[config.mk]
export PLATFORM = sky130hd
export DESIGN_NAME = pipeline_hazard_ctrl
export DESIGN_NICKNAME = d
export VERILOG_FILES = /design/src/rtl/pipeline_hazard_ctrl_pkg.sv /design/src/rtl/pipeline_hazard_ctrl_hazard_load_use.sv /design/src/rtl/pipeline_hazard_ctrl.sv
export SDC_FILE = /design/constraint.sdc
export NUM_CORES = 1
export LEC_CHECK = 0
export ABC_AREA = 1
export BUFFER_PORTS_ARGS = -buffer_cell sky130_fd_sc_hd__buf_4
export CAP_MARGIN = 20
export CORE_AREA = 2 2 39 41
export DETAILED_ROUTE_END_ITERATION = 8
export DIE_AREA = 0 0 41 43
export PLACE_DENSITY = 0.72
export SLEW_MARGIN = 40
export SYNTH_ARGS = -nofsm -noshare
export SYNTH_HDL_FRONTEND = slang
export SYNTH_SLANG_ARGS = --single-unit
[constraint.sdc]
create_clock -name clk -period 1.48 [get_ports clk]
set_clock_uncertainty 0.05 [all_clocks]
set_input_delay 0.296 -clock clk [delete_from_list [all_inputs] [get_ports clk]]
set_output_delay 0.296 -clock clk [all_outputs]
set_load 0.02 [all_outputs]
[src/rtl/pipeline_hazard_ctrl_pkg.sv]
// ---------------------------------------------------------------------------
// pipeline_hazard_ctrl_pkg
// Shared definitions for the five-stage core hazard controller:
//   - hz_state_e     : controller FSM states (RUN, MEM_WAIT, REDIRECT)
//   - CSR_RET_*      : encodings of the EXE-stage exe_csr_ret field
//   - REG_ZERO       : index of the hard-wired zero register
// ---------------------------------------------------------------------------
package pipeline_hazard_ctrl_pkg;

  typedef enum logic [1:0] {
    ST_RUN      = 2'd0,
    ST_MEM_WAIT = 2'd1,
    ST_REDIRECT = 2'd2
  } hz_state_e;

  localparam logic [1:0] CSR_RET_NONE = 2'b00;
  localparam logic [1:0] CSR_RET_XRET = 2'b01;
  localparam logic [1:0] CSR_RET_TRAP = 2'b10;

  localparam logic [4:0] REG_ZERO = 5'd0;

endpackage

[src/rtl/pipeline_hazard_ctrl_hazard_load_use.sv]
// ---------------------------------------------------------------------------
// hazard_load_use
// Combinational load-use detector: flags when the load in EXE writes a
// register that the instruction in ID actually reads. Writes to x0 never
// create a dependency.
// Ports:
//   id_valid, id_rs1, id_rs2, id_use_rs1, id_use_rs2 : ID-stage operand info
//   exe_valid, exe_rd, exe_mem_read                  : EXE-stage load info
//   load_use                                         : hazard detected
// ---------------------------------------------------------------------------
module hazard_load_use
  import pipeline_hazard_ctrl_pkg::*;
(
  input  logic       id_valid,
  input  logic [4:0] id_rs1,
  input  logic [4:0] id_rs2,
  input  logic       id_use_rs1,
  input  logic       id_use_rs2,
  input  logic       exe_valid,
  input  logic [4:0] exe_rd,
  input  logic       exe_mem_read,
  output logic       load_use
);

  logic rs1_hit;
  logic rs2_hit;

  assign rs1_hit  = id_use_rs1 && (id_rs1 == exe_rd);
  assign rs2_hit  = id_use_rs2 && (id_rs2 == exe_rd);
  assign load_use = exe_valid && exe_mem_read && (exe_rd != REG_ZERO) &&
                    id_valid && (rs1_hit || rs2_hit);

endmodule

[src/rtl/pipeline_hazard_ctrl.sv]
// ---------------------------------------------------------------------------
// pipeline_hazard_ctrl
// Central stall/flush generator for the five-stage core. Detects load-use
// hazards (ID vs EXE), resolves branch mispredicts and CSR traps/xRETs raised
// in EXE, and freezes the whole pipe during multi-cycle data-memory accesses.
// All outputs are combinational from inputs and FSM state.
// Priority: memory wait > trap/xRET > mispredict > load-use.
// Optional feature macro: PIPE_HAZARD_PERF_EN adds 64-bit perf counters.
// Ports:
//   clk, rst                      : clock, synchronous active-high reset
//   id_*                          : ID-stage operand usage
//   exe_*                         : EXE-stage load/branch/CSR status
//   mem_req, mem_ack              : MEM-stage data access handshake
//   pc_stall, *_stall, *_flush    : pipeline register controls
//   redirect_valid                : PC mux takes EXE-supplied target
//   perf_stall_cycles             : cycles with pc_stall (PERF only)
//   perf_flush_events             : cycles with redirect_valid (PERF only)
// ---------------------------------------------------------------------------
module pipeline_hazard_ctrl
  import pipeline_hazard_ctrl_pkg::*;
(
  input  logic        clk,
  input  logic        rst,
  input  logic        id_valid,
  input  logic [4:0]  id_rs1,
  input  logic [4:0]  id_rs2,
  input  logic        id_use_rs1,
  input  logic        id_use_rs2,
  input  logic        exe_valid,
  input  logic [4:0]  exe_rd,
  input  logic        exe_mem_read,
  input  logic        exe_br_mispredict,
  input  logic [1:0]  exe_csr_ret,
  input  logic        mem_req,
  input  logic        mem_ack,
  output logic        pc_stall,
  output logic        IF_ID_stall,
  output logic        IF_ID_flush,
  output logic        ID_EXE_stall,
  output logic        ID_EXE_flush,
  output logic        EXE_MEM_stall,
  output logic        EXE_MEM_flush,
  output logic        MEM_WB_stall,
  output logic        MEM_WB_flush,
`ifdef PIPE_HAZARD_PERF_EN
  output logic [63:0] perf_stall_cycles,
  output logic [63:0] perf_flush_events,
`endif
  output logic        redirect_valid
);

  hz_state_e state_q;
  hz_state_e state_d;

  logic load_use;
  logic mem_waiting;
  logic is_trap;
  logic is_xret;
  logic is_mispredict;

  hazard_load_use u_load_use (
    .id_valid     (id_valid),
    .id_rs1       (id_rs1),
    .id_rs2       (id_rs2),
    .id_use_rs1   (id_use_rs1),
    .id_use_rs2   (id_use_rs2),
    .exe_valid    (exe_valid),
    .exe_rd       (exe_rd),
    .exe_mem_read (exe_mem_read),
    .load_use     (load_use)
  );

  // Once in MEM_WAIT the freeze lasts until the ack, even if mem_req wobbles.
  assign mem_waiting   = (mem_req || (state_q == ST_MEM_WAIT)) && !mem_ack;
  assign is_trap       = exe_valid && (exe_csr_ret == CSR_RET_TRAP);
  assign is_xret       = exe_valid && (exe_csr_ret == CSR_RET_XRET);
  assign is_mispredict = exe_valid && exe_br_mispredict;

  always_ff @(posedge clk) begin
    if (rst) begin
      state_q <= ST_RUN;
    end else begin
      state_q <= state_d;
    end
  end

  always_comb begin
    state_d        = state_q;
    pc_stall       = 1'b0;
    IF_ID_stall    = 1'b0;
    IF_ID_flush    = 1'b0;
    ID_EXE_stall   = 1'b0;
    ID_EXE_flush   = 1'b0;
    EXE_MEM_stall  = 1'b0;
    EXE_MEM_flush  = 1'b0;
    MEM_WB_stall   = 1'b0;
    MEM_WB_flush   = 1'b0;
    redirect_valid = 1'b0;

    if (rst) begin
      // Empty every pipeline register while reset is held.
      state_d       = ST_RUN;
      IF_ID_flush   = 1'b1;
      ID_EXE_flush  = 1'b1;
      EXE_MEM_flush = 1'b1;
      MEM_WB_flush  = 1'b1;
    end else if (mem_waiting) begin
      state_d       = ST_MEM_WAIT;
      pc_stall      = 1'b1;
      IF_ID_stall   = 1'b1;
      ID_EXE_stall  = 1'b1;
      EXE_MEM_stall = 1'b1;
      MEM_WB_stall  = 1'b1;
    end else if (state_q == ST_REDIRECT) begin
      // The instruction fetched during the redirect cycle raced the CSR
      // vector/epc read, so it is discarded as well.
      state_d     = ST_RUN;
      IF_ID_flush = 1'b1;
    end else begin
      state_d = ST_RUN;
      if (is_trap || is_xret) begin
        state_d        = ST_REDIRECT;
        IF_ID_flush    = 1'b1;
        ID_EXE_flush   = 1'b1;
        // A trap kills the faulting instruction; an xRET retires normally.
        EXE_MEM_flush  = is_trap;
        redirect_valid = 1'b1;
      end else if (is_mispredict) begin
        IF_ID_flush    = 1'b1;
        ID_EXE_flush   = 1'b1;
        redirect_valid = 1'b1;
      end else if (load_use) begin
        // Hold PC and IF/ID, insert a bubble into EXE.
        pc_stall     = 1'b1;
        IF_ID_stall  = 1'b1;
        ID_EXE_flush = 1'b1;
      end
    end
  end

`ifdef PIPE_HAZARD_PERF_EN
  always_ff @(posedge clk) begin
    if (rst) begin
      perf_stall_cycles <= 64'd0;
      perf_flush_events <= 64'd0;
    end else begin
      if (pc_stall) begin
        perf_stall_cycles <= perf_stall_cycles + 64'd1;
      end
      if (redirect_valid) begin
        perf_flush_events <= perf_flush_events + 64'd1;
      end
    end
  end
`endif

endmodule

==> Yosys cells after proc, flatten, opt, wreduce, memory -nomap -nowiden <==
Cells that the tools add are included.
{ "classes": {"eq_ne": 6, "reduce_logical": 16, "mux": 29} }
{ "op_table": {"columns": ["op", "count"], "rows": [
  ["1-bit 2-to-1 mux", 28],
  ["5-bit == test", 2],
  ["1-bit logical AND", 10],
  ["5-bit nonzero test", 1],
  ["2-bit by 1-bit == test with 1-bit output, second input constant", 2],
  ["2-bit == test, second input constant", 2],
  ["1-bit logical OR", 3],
  ["3-bit OR reduction", 1],
  ["2-bit 2-to-1 mux", 1],
  ["1-bit zero test", 1]
]} }
{ "totals": {"inputBits": 27, "output_inout_bits": 10, "register_bits": 2} }

==> Logic depth before layout (Yosys ltp) <==
Gate-level depths: netlist (run 1).
{ "logic_depth": {"ltp_word": 10, "depth_mapped": 10} }

==> Hierarchy <==
Synthesis (run 1) repeated with hierarchy kept, for this count alone.
{ "hier_totals": {"hier_cells": 99, "hier_area_um2": 470.5} }
{ "by_module_without_submodules": {"columns": ["mod", "area_per_inst_um2", "seq_area_each_um2", "instances", "cells_each"], "rows": [
  ["pipeline_hazard_ctrl", 245.2, 40.0, 1, 43],
  ["hazard_load_use", 225.2, 0.0, 1, 56]
]} }

==> Least setup slack after synthesis (run 1) <==
OpenSTA, ideal clock, no wires.
{ "synth_path": {"path_kind": "input -> output", "from": "input port exe_csr_ret[1]", "to": "output port pc_stall", "stages": 8, "required_time_ps": 1134, "setup_slack_ps": -178, "arrival_time_ps": 1312, "path_buffers": 1, "cell_sequence": "inv_1 > nor2_1 > nand2_1 > nand2_1 > a21oi_2 > nand2_1 > o21ai_1 > buf_4"} }
{ "synth_via": {"elab_chain_cells": 7} }
{ "synth_lines": {"columns": ["element", "line_no", "text"], "rows": [
  ["start, declared", "pipeline_hazard_ctrl.sv:33", "input logic [1:0] exe_csr_ret,"],
  ["2-bit == test or 2-bit by 1-bit == test with 1-bit output (tied branches)", "pipeline_hazard_ctrl.sv:75, pipeline_hazard_ctrl.sv:76", null],
  ["1-bit logical AND, on equally long branches", "pipeline_hazard_ctrl.sv:75, pipeline_hazard_ctrl.sv:76", null],
  ["1-bit logical OR *", "pipeline_hazard_ctrl.sv:121", "if (is_trap || is_xret) begin"],
  ["1-bit 2-to-1 mux * (4 in series)", null, null],
  ["end, declared", "pipeline_hazard_ctrl.sv:36", "output logic pc_stall,"]
]} }
Every way passes the cells marked *; elsewhere a longest branch is shown, timed or not.

==> Worst setup path in the final report (run 1) <==
{ "layout_path": {"from": "input port exe_csr_ret[0]", "to": "output port redirect_valid"} }
{ "layout_via": {"elab_chain_cells": 7} }
{ "layout_lines": {"columns": ["element", "line_no", "text"], "rows": [
  ["2-bit == test or 2-bit by 1-bit == test with 1-bit output (tied branches)", "pipeline_hazard_ctrl.sv:75, pipeline_hazard_ctrl.sv:76", null],
  ["1-bit logical AND, on equally long branches", "pipeline_hazard_ctrl.sv:75, pipeline_hazard_ctrl.sv:76", null],
  ["1-bit logical OR *", "pipeline_hazard_ctrl.sv:121", null],
  ["1-bit 2-to-1 mux *", "pipeline_hazard_ctrl.sv:121", null],
  ["1-bit 2-to-1 mux *", "pipeline_hazard_ctrl.sv:114", "end else if (state_q == ST_REDIRECT) begin"],
  ["1-bit 2-to-1 mux *", "pipeline_hazard_ctrl.sv:107", "end else if (mem_waiting) begin"],
  ["1-bit 2-to-1 mux *", "pipeline_hazard_ctrl.sv:100", "if (rst) begin"],
  ["end, declared", "pipeline_hazard_ctrl.sv:49", "output logic redirect_valid"]
]} }
Marks and branches as above.

==> out/qor.txt, run 1 <==
All-Layer GR Usage: 0.161
Final period util: 1.07
Max FFs per register: 2
Min setup slack post-route: -0.111 ns
Max Fclk: 629 MHz
Die extent in x: 41 µm
FF-to-FF End: state_q[0]
Yosys reg bits: 2
Worst min-delay path startpoint: rst
Primary FF master, synth: dfxtp_1
Core box area: 0.00138 mm²
R2r startpoint: state_q[0]
Register area share after synthesis: 0.0964
DR pass1 iterations: 2
Final worst path period need: 1.59 ns
Asr flop ratio synth: 0
GRT overflow: 0
Antenna violations before repair: 0
Hold Crit Class: in -> reg
Via density: 4.52
Biggest register: state_q
Average wire per cell in the routed design: 10.0 µm
CTS clk-pin slew, worst paths: 0.03 ns
TritonCTS clock tree: built
CTS Sinks: 2
DR vias: 665
Site Rows: 14
Mapped Area: 415 µm²
Maxcap violations: 0
Layout cell share with drive strength beyond 1: 0.626
Drt drc: 0
Crit end category: primary output
Num ports: 37
Startpoint types: input port
Post-synthesis net count: 116
Worst Tran Pin Value: 0.208 ns
Worst path required time: 1.13 ns
Max-slew violations: 0
Arrival @ worst endpoint: 1.24 ns
Slew headroom: 0.860
Violated checks: negative setup slack
Insertion delay to the later sink of the worst-skew pair: 0.24 ns
Worst setup path start: exe_csr_ret[0]
EDFF count, synth: 0
Die area: 0.00176 mm²
Syn. warnings: 0
Post-Route WL: 1.48 mm
Average size of a mapped cell: 4.67 µm²
Cell count after synthesis: 89
FILL cells: 149
Routability congestion estimate: 0.733
Largest registers: state_q x2
Crit path kind: in -> out
Clock root buffer master: clkbuf_4
FF-to-FF setup slack: 0.35 ns
Initial Util: 0.300
VDD IR max: 0.196 mV
Static Leak: 0.524 nW
Hold WS: 0.413 ns
Post-DP HPWL: 1.07 mm
DP Worst Slack: -0.0464 ns
Clock Tree Buf Depth: 2
Commonest non-fill, non-tap cell in the layout: buf_4
First-pass GRT wire length: 1.95 mm
PortBufs: 36
Vias in the first global route: 558
Reg2reg path depth: 6
Pin count of the biggest net entering global routing: 5
Crit-path max FO: 3
Area Overhead vs Synth: 115%
Most frequent cells in the layout: 30 x buf_4, 28 x nand2_1, 13 x buf_6
Status: complete, but fails checks
Antenna Cells: 0
RSZ-0062 raised after global routing: true
Final setup fails: 9
Final hold vios: 0
Endpoint, Worst Hold: state_q[1]
Hold_buf cts: 0
Initial DRC Count: 3
Cell depth of the worst hold path: 3
H-tree depth: 1
PD cells: 495 mW/mm²
Netlist cell types: 16
Die Ht: 43 µm
Setup TNS: -0.491 ns
Routed Antenna Nets: 0
TritonCTS buffer count: 3
Nets: 160
-- cells in the mapped netlist (2+ instances only) --
library cell	count	share of area
nand3_1	3	0.036
nand2_1	36	0.33
buf_4	4	0.072
inv_1	15	0.14
inv_2	5	0.045
dfxtp_1	2	0.096
nor2_1	12	0.11
a21oi_1	2	0.024
nor2_2	2	0.030
nand4_1	2	0.030
-- stage by stage --
stage	total power, W	utilization	cell area (µm²)	cells
6_report	0.000442	0.646	895	147
2_1_floorplan	0.000157	-	425	89
3_5_place_dp	0.000254	0.506	701	139
4_1_cts	0.000411	0.579	801	145
3_3_place_gp	0.000251	0.506	701	139
5_1_grt	0.000468	0.646	895	147
-- how the worst max path moves through the flow --
stage | to | slack, ns | cells after the start
3_5_place_dp | IF_ID_stall | -0.05 | 9
6_report | redirect_valid | -0.11 | 8
4_1_cts | ID_EXE_flush | -0.11 | 8
2_1_floorplan | pc_stall | -0.09 | 8
5_1_grt | redirect_valid | -0.16 | 8
3_3_place_gp | IF_ID_stall | -0.03 | 9
-- worst max-delay path, stage by stage --
cell,delay (ns)
buf_6,0.10
nor2_4,0.09
nand2_2,0.06
nand2_2,0.07
a21oi_2,0.05
buf_4,0.14
nor4_2,0.26
buf_4,0.18
-- routing by layer --
| metal | vias up | GRT usage | share of wire |
|---|---|---|---|
| met3 | 2 | 0.0157 | 0.068 |
| met4 | 0 | 0.0800 | 0.010 |
| met1 | 291 | 0.152 | 0.34 |
| met2 | 27 | 0.306 | 0.58 |
| li1 | 345 | - | - |
| met5 | - | 0 | 0 |
-- timing repair --
item                                    in CTS  in global routing
endpoints found under the setup margin       9                  9
setup buffers                                3                  2
cloned                                       0                  0
resized for setup                           19                 28
pin swaps                                    7                 22
-- layout make-up --
class	count	area [µm²]	area share
Clock buffer	3	22.5	0.0252
Inverter	20	85.1	0.0951
Multi-Input combinational cell	63	353	0.394
Sequential cell	2	42.5	0.0476
Tap cell	16	20.0	0.0224
Timing Repair Buffer	43	372	0.415
-- kinds of logic (layout without fill, tap and decap cells) --
| group | count (synthesis) | after routing | synth area share |
|---|---|---|---|
| AND/OR/NAND/NOR | 58 | 58 | 0.575 |
| flip-flops | 2 | 2 | 0.0964 |
| AO/OA/AOI/OAI | 5 | 5 | 0.0753 |
| buffers and inverters | 24 | 66 | 0.253 |
-- where the power goes --
part | internal, W | switching [W]
logic | 0.000131 | 0.000120
registers | 0.0000573 | 0.00000316
clock network | 0.0000902 | 0.0000406
Note: power is estimated with default switching activity, not from simulation.
==> run 2: changes to the inputs <==
--- a/config.mk
+++ b/config.mk
@@ -6,7 +6,7 @@
 export NUM_CORES = 1
 export LEC_CHECK = 0
 export ABC_AREA = 1
-export BUFFER_PORTS_ARGS = -buffer_cell sky130_fd_sc_hd__buf_4
+export BUFFER_PORTS_ARGS = -buffer_cell sky130_fd_sc_hd__buf_2
 export CAP_MARGIN = 20
 export CORE_AREA = 2 2 39 41
 export DETAILED_ROUTE_END_ITERATION = 8
==> out/qor.txt, run 2 (same netlist as run 1, synthesis figures left out) <==
Post-DP HPWL: 954 µm (-10%)
Commonest non-fill, non-tap cell in the layout: nand2_1
Startpoint types: flip-flop
CTS clk-pin slew, worst paths: 0.03 ns (about the same)
DR vias: 631 (-5.1%)
First-pass GRT wire length: 1.85 mm (-5.3%)
Largest registers: state_q x2
Routed Antenna Nets: 0 (unchanged)
Most frequent cells in the layout: 24 x nand2_1, 21 x buf_2, 12 x nand2_2, 12 x buf_6, 11 x inv_1
Slew headroom: 0.843 (-0.0173)
Final hold vios: 0 (unchanged)
Routability congestion estimate: 0.705 (-3.8%)
Clock Tree Buf Depth: 2 (unchanged)
Worst path required time: 1.13 ns (about the same)
Finished Layout Cells: 145 (-1.4%)
Maxcap violations: 0 (unchanged)
Layout cell share with drive strength beyond 1: 0.636 (+0.00970)
CP dominant cell by count: inv_4
Status: complete, but fails checks
Critical Path Max Stage Delay: 0.32 ns (+0.06 ns)
Die Ht: 43 µm (unchanged)
CP delay by family, top: flip-flops
Site Rows: 14 (unchanged)
Vias in the first global route: 535 (-4.1%)
Biggest register: state_q
Area Overhead vs Synth: 105%
FILL cells: 136 (-8.7%)
Master of the slowest instance on the critical path: dfxtp_2
Core box area: 0.00138 mm² (unchanged)
Hold Crit Class: in -> reg
PD cells: 491 mW/mm² (-0.64%)
Hold_buf cts: 0 (unchanged)
Via density: 4.35 (-3.8%)
WP buf/inv: 3 (unchanged)
Pin count of the biggest net entering global routing: 5 (unchanged)
Num ports: 37 (unchanged)
Static Leak: 0.506 nW (-3.3%)
RSZ-0062 raised after global routing: true
Worst Tran Pin Value: 0.235 ns (+0.0274 ns)
Initial DRC Count: 1 (-2)
Drt drc: 0 (unchanged)
TritonCTS buffer count: 3 (unchanged)
PortBufs: 36 (unchanged)
Initial Util: 0.300 (unchanged)
Crit-path cells: inv_4 > a21oi_4 > nor2_4 > nand2_4 > inv_4 > a21oi_2 > buf_4
Max Fclk: 631 MHz (+0.30%)
DR pass1 iterations: 3 (+1)
TritonCTS clock tree: built
Final worst path period need: 1.59 ns (-0.00483 ns)
Die extent in x: 41 µm (unchanged)
Insertion delay to the later sink of the worst-skew pair: 0.22 ns (-0.02 ns)
Hold WS: 0.365 ns (-0.0485 ns)
H-tree depth: 1 (unchanged)
Nets: 158 (-1.3%)
Inst Count DP: 140 (+0.72%)
Crit end category: primary output
All-Layer GR Usage: 0.145 (-0.0161)
Violated checks: negative setup slack
Antenna Cells: 0 (unchanged)
Antenna violations before repair: 0 (unchanged)
Average wire per cell in the routed design: 8.88 µm (-12%)
Max-slew violations: 0 (unchanged)
Final period util: 1.07 (-0.00326)
CTS Sinks: 2 (unchanged)
GRT overflow: 0 (unchanged)
Final setup fails: 9 (unchanged)
Max FFs per register: 2 (unchanged)
Crit path kind: reg -> out
VDD IR max: 0.172 mV (-12%)
Min setup slack post-route: -0.106 ns (+0.00483 ns)
Arrival @ worst endpoint: 1.24 ns (about the same)
Clock root buffer master: clkbuf_4
Post-Route WL: 1.29 mm (-13%)
Crit-path max FO: 4 (+1)
Die area: 0.00176 mm² (unchanged)
==> run 2: where the power goes <==
part           internal (W)  switching, W  total (W)  leakage [nW]
registers         0.0000574    0.00000293  0.0000603        0.0172
logic              0.000114      0.000123   0.000236         0.475
clock network     0.0000894     0.0000316   0.000121        0.0138
total              0.000260      0.000157   0.000417         0.506
==> run 2: metrics by stage <==
stage	utilization	TNS (ns)	total power, W	instance area (µm²)	worst slack, ns
2_1_floorplan	-	-0.0898	0.000157	425	-0.0898
3_3_place_gp	0.447	-0.153	0.000222	618	-0.0564
3_5_place_dp	0.447	-0.179	0.000225	618	-0.0578
4_1_cts	0.526	-0.580	0.000379	728	-0.101
5_1_grt	0.614	-1.16	0.000446	850	-0.156
6_report	0.614	-0.625	0.000417	850	-0.106
==> run 2: worst paths after layout <==
path	to	slack [ns]	cells past startpoint	from
setup reg to reg	state_q[1]	0.46	5	state_q[1]
setup / recovery	IF_ID_flush	-0.11	7	state_q[1]
hold / removal	state_q[0]	0.36	4	mem_ack
hold reg to reg	state_q[0]	0.70	4	state_q[0]
==> run 2: per-layer routing <==
metal | wire [µm] | up-vias | track usage
met2 | 732 | 26 | 0.266
met3 | 94 | 0 | 0
li1 | - | 342 | -
met1 | 461 | 263 | 0.161
met5 | 0 | - | 0
met4 | 0 | 0 | 0.0600
==> run 2: final cells by class <==
class / count / area (µm²) / share of cell area
flip-flops and latches: 2 / 42.5 / 0.0501
clock buffers: 3 / 22.5 / 0.0265
multi-input cells: 63 / 384 / 0.452
inverters: 20 / 80.1 / 0.0943
repair buffers: 41 / 300 / 0.353
well taps: 16 / 20.0 / 0.0236
==> run 2: worst min-delay path, cell delays in order <==
cell	delay [ns]
buf_2	0.10
nor2_4	0.06
nand2_4	0.10
inv_1	0.04
==> run 2: timing repair <==
item                                    4_1_cts  5_1_grt
buffers inserted                              2        0
pin swaps                                    13       13
resized for setup                            23       35
gates cloned                                  0        0
endpoints found under the setup margin        9        9
hold endpoints to repair                      0        0
==> run 3: changes to the inputs <==
--- a/config.mk
+++ b/config.mk
@@ -11,7 +11,8 @@
 export CORE_AREA = 2 2 39 41
 export DETAILED_ROUTE_END_ITERATION = 8
 export DIE_AREA = 0 0 41 43
-export PLACE_DENSITY = 0.72
+export PLACE_DENSITY_LB_ADDON = 0.15
+export SETUP_SLACK_MARGIN = 0.5
 export SLEW_MARGIN = 40
 export SYNTH_ARGS = -nofsm -noshare
 export SYNTH_HDL_FRONTEND = slang
==> out/qor.txt, run 3 (same netlist as run 1, synthesis figures left out) <==
Post-DP Area: 658 µm² (+6.5%)
Insertion delay to the later sink of the worst-skew pair: 0.23 ns (about the same)
DR pass1 iterations: 2 (-1)
Clock root buffer master: clkbuf_4
H-tree depth: 1 (unchanged)
Via density: 4.48 (+2.9%)
Worst Tran Pin Value: 0.277 ns (+0.0413 ns)
DR vias: 663 (+5.1%)
Maxcap violations: 0 (unchanged)
Hold WS: 0.460 ns (+0.0954 ns)
Post-DP HPWL: 924 µm (-3.2%)
Routability congestion estimate: 0.668 (-5.3%)
CTS clk-pin slew, worst paths: 0.04 ns (about the same)
Static Leak: 0.536 nW (+6.0%)
Biggest register: state_q
Drt drc: 0 (unchanged)
Final worst path period need: 1.58 ns (-0.00679 ns)
Clock Tree Buf Depth: 2 (unchanged)
Antenna violations before repair: 0 (unchanged)
Hold_buf cts: 0 (unchanged)
Crit-path max FO: 4 (unchanged)
Crit-path cells: nor2_2 > nor2_2 > nand2_1 > o21ai_4 > buf_4
WP buf/inv: 1 (-2)
Final Cell Area: 923 µm² (+8.7%)
Vias in the first global route: 568 (+6.2%)
VDD IR max: 0.310 mV (+80%)
Core box area: 0.00138 mm² (unchanged)
Routed Antenna Nets: 0 (unchanged)
Max-slew violations: 0 (unchanged)
Violated checks: negative setup slack
CP dominant cell by count: nor2_2
Most frequent cells in the layout: 26 x nand2_1, 17 x buf_2, 15 x buf_6
Largest registers: state_q x2
TritonCTS clock tree: built
Die Ht: 43 µm (unchanged)
Die extent in x: 41 µm (unchanged)
Post-Route WL: 1.24 mm (-3.8%)
PD cells: 479 mW/mm² (-2.6%)
Nets: 161 (+1.9%)
Average wire per cell in the routed design: 8.37 µm (-5.8%)
FF-to-FF setup slack: 0.40 ns (-0.06 ns)
Commonest non-fill, non-tap cell in the layout: nand2_1
GRT overflow: 0 (unchanged)
Final hold vios: 0 (unchanged)
Power Total: 0.000442 W (+5.9%)
Startpoint types: flip-flop
Final setup fails: 9 (unchanged)
All-Layer GR Usage: 0.160 (+0.0150)
Pin count of the biggest net entering global routing: 5 (unchanged)
RSZ-0062 raised after global routing: true
Area Overhead vs Synth: 122%
Worst path required time: 1.13 ns (about the same)
Initial DRC Count: 1 (unchanged)
Master of the slowest instance on the critical path: dfxtp_2
Arrival @ worst endpoint: 1.23 ns (about the same)
Slew headroom: 0.815 (-0.0276)
Crit path kind: reg -> out
Initial Util: 0.300 (unchanged)
Status: complete, but fails checks
Num ports: 37 (unchanged)
Layout cell share with drive strength beyond 1: 0.629 (-0.00687)
Final period util: 1.07 (-0.00459)
CTS Sinks: 2 (unchanged)
TritonCTS buffer count: 3 (unchanged)
First-pass GRT wire length: 1.99 mm (+7.8%)
Die area: 0.00176 mm² (unchanged)
Site Rows: 14 (unchanged)
PortBufs: 36 (unchanged)
CP delay by family, top: simple AND/OR/NAND/NOR gates
Crit end category: primary output
DP Worst Slack: -0.100 ns (-0.0425 ns)
Antenna Cells: 0 (unchanged)
Min setup slack post-route: -0.0991 ns (+0.00679 ns)
Max Fclk: 633 MHz (+0.43%)
Max FFs per register: 2 (unchanged)
Hold Crit Class: in -> reg
Critical Path Max Stage Delay: 0.33 ns (about the same)
## run 3: cell types whose count changed in the layout (fill, tap and decap cells not counted), moves of 2 or more
cell,delta
buf_6,+3
buf_8,+4
nand2_1,+2
buf_2,-4
inv_2,-2
nand2_2,-2
## run 3: worst paths after layout
kind,cells past startpoint,endpoint,startpoint
worst max register to register,7,state_q[0],state_q[1]
worst min register to register,3,state_q[1],state_q[0]
worst min-delay path,4,state_q[1],exe_csr_ret[0]
worst max-delay path,5,pc_stall,state_q[0]
## run 3: worst reg2reg max path: cells and delay by family (launching register included)
family          cells  cell delay (ns)
compound gates      1             0.06
buf+inv             4             0.33
simple gates        2             0.29
flops               1             0.30
## run 3: repair_timing
action                                  in CTS  in global routing
setup buffers                                3                  1
resized for setup                           32                 29
pin swaps                                   15                 23
endpoints found under the setup margin      10                 11
## run 3: cell type report
class	count	area, µm²
clock buffers	3	22.5
fillers	132	460
inverters	20	90.1
multi-input cells	63	374
flip-flops and latches	2	42.5
well taps	16	20.0
repair buffers	44	374
## run 3: metal layers
layer  part of all wire  vias up  GRT usage
li1                   -      348          -
met1               0.30      289      0.158
met2               0.62       24      0.306
met3              0.064        2          0
met4              0.014        0     0.0800
met5                  0        -          0
## run 3: power breakdown
part / total [W] / leakage, nW / switching, W / internal, W
Clock: 0.000128 / 0.0138 / 0.0000381 / 0.0000901
Sequential: 0.0000593 / 0.0172 / 0.00000203 / 0.0000573
Combinational: 0.000255 / 0.505 / 0.000124 / 0.000131
Total: 0.000442 / 0.536 / 0.000164 / 0.000278
## run 3: through the flow
step | util | instances | setup TNS, ns
after floorplan | - | 89 | -0.0136
after global placement | 0.476 | 141 | -0.405
after detailed placement | 0.476 | 141 | -0.443
after CTS | 0.585 | 147 | -0.428
after global routing | 0.667 | 148 | -0.992
final | 0.667 | 148 | -0.446
